## src/rtl/pipe_pkg.sv

```systemverilog
// Shared state encodings for the elastic pipeline stage.
package pipe_pkg;

    typedef logic [1:0] state_t;

    localparam state_t ST_EMPTY = 2'b00;
    localparam state_t ST_BUSY  = 2'b01;
    localparam state_t ST_FULL  = 2'b10;

endpackage

```

## src/rtl/pipe_stage_reg_en_reg.sv

```systemverilog
// N-bit register with asynchronous active-low clear and load enable.
module en_reg #(
    parameter int N = 32
) (
    input  logic         clk,
    input  logic         rst_n,
    input  logic         en_i,
    input  logic [N-1:0] d_i,
    output logic [N-1:0] q_o
);

    logic [N-1:0] data_q;

    always_ff @(posedge clk or negedge rst_n) begin
        if (!rst_n) begin
            data_q <= '0;
        end else if (en_i) begin
            data_q <= d_i;
        end
    end

    assign q_o = data_q;

endmodule

```

## src/rtl/pipe_stage_reg.sv

```systemverilog
// Elastic pipeline register with a 2-entry skid buffer, valid/ready handshake and flush.
// Optional stall counter on stall_cnt when PIPE_STAGE_STATS_EN is defined.
//
// state    | meaning
// ---------+---------------------------------------
// EMPTY    | nothing held, out_valid=0
// BUSY     | main entry valid, skid empty
// FULL     | main and skid valid, input blocked
module pipe_stage_reg
    import pipe_pkg::*;
#(
    parameter int N = 32
`ifdef PIPE_STAGE_STATS_EN
    , parameter int CNT_W = 16
`endif
) (
    input  logic             clk,
    input  logic             rst_n,
    input  logic             flush,
    input  logic             in_valid,
    input  logic [N-1:0]     in_data,
    output logic             in_ready,
    output logic             out_valid,
    output logic [N-1:0]     out_data,
    input  logic             out_ready
`ifdef PIPE_STAGE_STATS_EN
    , output logic [CNT_W-1:0] stall_cnt
`endif
);

    state_t       state_q;
    state_t       state_d;
    logic         accept_in;
    logic         accept_out;
    logic         main_en;
    logic         skid_en;
    logic         main_from_skid;
    logic [N-1:0] main_d;
    logic [N-1:0] main_q;
    logic [N-1:0] skid_q;

    always_ff @(posedge clk or negedge rst_n) begin
        if (!rst_n) begin
            state_q <= ST_EMPTY;
        end else begin
            state_q <= state_d;
        end
    end

    always_comb begin
        state_d        = state_q;
        main_en        = 1'b0;
        skid_en        = 1'b0;
        main_from_skid = 1'b0;
        case (state_q)
            ST_EMPTY: begin
                if (accept_in) begin
                    main_en = 1'b1;
                    state_d = ST_BUSY;
                end
            end
            ST_BUSY: begin
                if (accept_in && accept_out) begin
                    main_en = 1'b1;
                end else if (accept_in) begin
                    skid_en = 1'b1;
                    state_d = ST_FULL;
                end else if (accept_out) begin
                    state_d = ST_EMPTY;
                end
            end
            ST_FULL: begin
                if (accept_out) begin
                    main_en        = 1'b1;
                    main_from_skid = 1'b1;
                    state_d        = ST_BUSY;
                end
            end
            default: state_d = ST_EMPTY;
        endcase
        // Flush only clears validity; data registers keep their contents.
        if (flush) begin
            state_d        = ST_EMPTY;
            main_en        = 1'b0;
            skid_en        = 1'b0;
            main_from_skid = 1'b0;
        end
    end

    always_comb begin
        in_ready  = (state_q == ST_EMPTY) || (state_q == ST_BUSY);
        out_valid = (state_q != ST_EMPTY);
    end

    assign accept_in  = in_valid & in_ready;
    assign accept_out = out_valid & out_ready;
    assign main_d     = main_from_skid ? skid_q : in_data;

    en_reg #(.N(N)) u_main_reg (
        .clk   (clk),
        .rst_n (rst_n),
        .en_i  (main_en),
        .d_i   (main_d),
        .q_o   (main_q)
    );

    en_reg #(.N(N)) u_skid_reg (
        .clk   (clk),
        .rst_n (rst_n),
        .en_i  (skid_en),
        .d_i   (in_data),
        .q_o   (skid_q)
    );

    assign out_data = main_q;

`ifdef PIPE_STAGE_STATS_EN
    logic [CNT_W-1:0] stall_cnt_q;
    logic [CNT_W-1:0] stall_cnt_d;

    // Saturating; flush deliberately does not clear it.
    always_comb begin
        stall_cnt_d = stall_cnt_q;
        if (out_valid && !out_ready && (stall_cnt_q != '1)) begin
            stall_cnt_d = stall_cnt_q + CNT_W'(1);
        end
    end

    always_ff @(posedge clk or negedge rst_n) begin
        if (!rst_n) begin
            stall_cnt_q <= '0;
        end else begin
            stall_cnt_q <= stall_cnt_d;
        end
    end

    assign stall_cnt = stall_cnt_q;
`endif

endmodule

```

## config.mk

```make
export PLATFORM = sky130hd
export DESIGN_NAME = pipe_stage_reg
export DESIGN_NICKNAME = d
export VERILOG_FILES = /design/src/rtl/pipe_pkg.sv /design/src/rtl/pipe_stage_reg_en_reg.sv /design/src/rtl/pipe_stage_reg.sv
export SDC_FILE = /design/constraint.sdc
export NUM_CORES = 1
export LEC_CHECK = 0
export ABC_AREA = 1
export BUFFER_PORTS_ARGS = -buffer_cell sky130_fd_sc_hd__buf_2
export CORE_MARGIN = 4
export CORE_UTILIZATION = 25
export CTS_CLUSTER_DIAMETER = 100
export DETAILED_ROUTE_END_ITERATION = 8
export MAX_ROUTING_LAYER = met4
export PLACE_DENSITY = 0.39
export SYNTH_ARGS = -nofsm -noshare
export SYNTH_HDL_FRONTEND = slang
export SYNTH_SLANG_ARGS = --single-unit
```

## constraint.sdc

```tcl
create_clock -name clk -period 2.72 [get_ports clk]
set_input_delay 0.408 -clock clk [delete_from_list [all_inputs] [get_ports clk]]
set_output_delay 0.408 -clock clk [all_outputs]
set_load 0.1 [all_outputs]
```

==> reports/metrics.yaml <==
status: "finished clean"
crit_type: "flop to flop"
cts_setup_buffers: 0
wl_per_cell_microns: 12.73
antenna_found_initial: 1
hold_path.class: "input port to asynchronous set/reset pin"
synth_area_sq_um: 3123
period_minus_slack_ns: 1.863
multi_input_area_sq_um: 1127
ys_ff_latch: 66
post-dp-hpwl_microns: 5394
pwr_density_cell_nw_per_um2: 1039
grt_pass1_vias: 2570
final_common_cell: "nand2_1"
worst_clock_skew_ns: 0.004591
htree_levels: 3
nets: 483
die_y_microns: 119.8
tightest_slew_ns: 0.5585
ys_seq_area_frac: 0.5288
portBuffers: 70
clockBufferDepth: 2
core_area_sq_um: 12110
die_w_microns: 119.8
final_cells: 619
drt_first_pass_iters: 4
slew_viol_final: 0
drt-initial-drc-count: 122
syn_to_final_growth_pct: 22.56
drc_errors: 0
ctsResizeCount: 0
final_cell_mix: "156 x nand2_1, 70 x buf_2, 66 x dfrtp_1"
drv_cap: 0
grt_max_degree: 56
min_period_over_period: 0.6851
rsz0062_at_grt: "no"
rr_startpoint: "state_q[0]$_DFFE_PN0P_"
cts.clk_slew.worst_paths_ns: 0.05
fillers: 1344
rows: 40
setup_tns_ns: 0
grt_pass1_wl_microns: 13320
gp_congestion: 0.7493
finalHoldViolCount: 0
die-area_sq_um: 14340
cts_inserted_buffers: 9
cts_tree: "yes"
slew_headroom: 0.6277
via_per_inst: 4.021
placed_cells: 603
cp_slowest_cell: "dfrtp_1"
setup_viol: 0
ant_nets: 0
critPathMaxFanout: 33
ios: 71
synth_cell_types: 22
cpPeakStageDelay_ns: 0.44
end_kind: "flop"
peakVddDrop_mv: 0.3240
design_power_total_mw: 3.977
cp-start-kind: "flop"
p_leak_nw: 2.141
crit_arrival_ns: 2.13
timing.fmax_ghz: 0.5367
cp-startpoint: "state_q[0]$_DFFE_PN0P_"
drive_gt1_frac: 0.2333
grt_overflow: 0
grt_usage: 0.1210
wl_microns: 7882
seqCellArea_sq_um: 1652
syn_area_per_cell_sq_um: 8.218
syn_nets: 417
root_buffer: "clkbuf_16"
route.vias.total: 2489
clock_latency_ns: 0.33
holdBufCountCts: 0
synth_warnings: 0
clkSinkCount: 66
syn_inst: 380
crit_top_cell: "nand2_1"
initial_core_util: 0.2579
worstPathRequired_ns: 2.98
worstPathCellList: "nor2_4 > nand2_1 > nand2_1 > nand2_4 > inv_4 > nand2_1 > nand2_1"
[worst max-delay path: cells and delay by family, from the launching register on]
family,cells,cell delay [ns]
DFF,1,0.44
and+or+nand+nor,6,0.97
buffers and inverters,1,0.37
[state kept, by name, indices dropped and copies added, names as in the netlist]
register / flops
u_main_reg.q_o: 32
state_q: 2
u_skid_reg.q_o: 32
[cell type report]
| cell class | instances | area share |
|---|---|---|
| Antenna cell | 1 | 0.0006538 |
| Clock buffer | 12 | 0.06178 |
| Clock inverter | 3 | 0.01700 |
| Inverter | 39 | 0.04021 |
| Multi-Input combinational cell | 256 | 0.2945 |
| Sequential cell | 66 | 0.4315 |
| Tap cell | 168 | 0.05492 |
| Timing Repair Buffer | 74 | 0.09938 |
[metal layers]
| metal | share of wire | track usage | routed length (microns) | vias up |
|---|---|---|---|---|
| met3 | 0.059 | 0.03817 | 463 | 5 |
| met2 | 0.46 | 0.1843 | 3602 | 58 |
| met4 | 0.0091 | 0.03865 | 72 | 0 |
| met5 | 0 | - | 0 | - |
| li1 | - | - | - | 1304 |
| met1 | 0.48 | 0.1539 | 3744 | 1122 |
[power breakdown]
part	switching (mW)	internal (mW)
Sequential	0.124	1.25
Combinational	1.15	0.247
Clock	0.409	0.796
[cell usage after synthesis (all sizes together)]
cell type | n | area share
a21oi | 23 | 0.045
buf | 19 | 0.061
clkinv | 1 | 0.0028
dfrtp | 66 | 0.53
inv | 38 | 0.046
nand2 | 161 | 0.20
nand3 | 11 | 0.018
nand4 | 3 | 0.0060
nor2 | 25 | 0.033
o21ai | 33 | 0.055
[stage by stage]
stage          setup slack, ns  hold slack [ns]    util  instance area, sq um
2_1_floorplan           0.7566           0.1124       -                  3123
3_3_place_gp            0.7580           0.4591  0.2909                  3523
3_5_place_dp            0.7191           0.4388  0.2909                  3523
4_1_cts                 0.7907          0.08362  0.3158                  3825
5_1_grt                 0.5688           0.1140  0.3160                  3827
6_report                0.8566          0.06886  0.3160                  3827
[final timing paths]
| kind | slack (ns) | endpoint | depth (start not counted) |
|---|---|---|---|
| worst min-delay path | 0.07 | u_skid_reg.q_o[29]$_DFFE_PN0P_ | 1 |
| worst min register to register | 0.47 | u_main_reg.q_o[31]$_DFFE_PN0P_ | 2 |
| worst max register to register | 0.86 | u_main_reg.q_o[27]$_DFFE_PN0P_ | 7 |
| max in group asynchronous | 1.90 | u_main_reg.q_o[4]$_DFFE_PN0P_ | 2 |
| min in group clk | 0.33 | u_skid_reg.q_o[4]$_DFFE_PN0P_ | 3 |
| worst max-delay path | 0.86 | u_main_reg.q_o[27]$_DFFE_PN0P_ | 7 |
[logic make-up after synthesis]
kind of cell	synth area share
buf+inv	0.1102
compound gates	0.1006
flops	0.5288
simple gates	0.2604
Note: power is estimated with default switching activity, not from simulation.
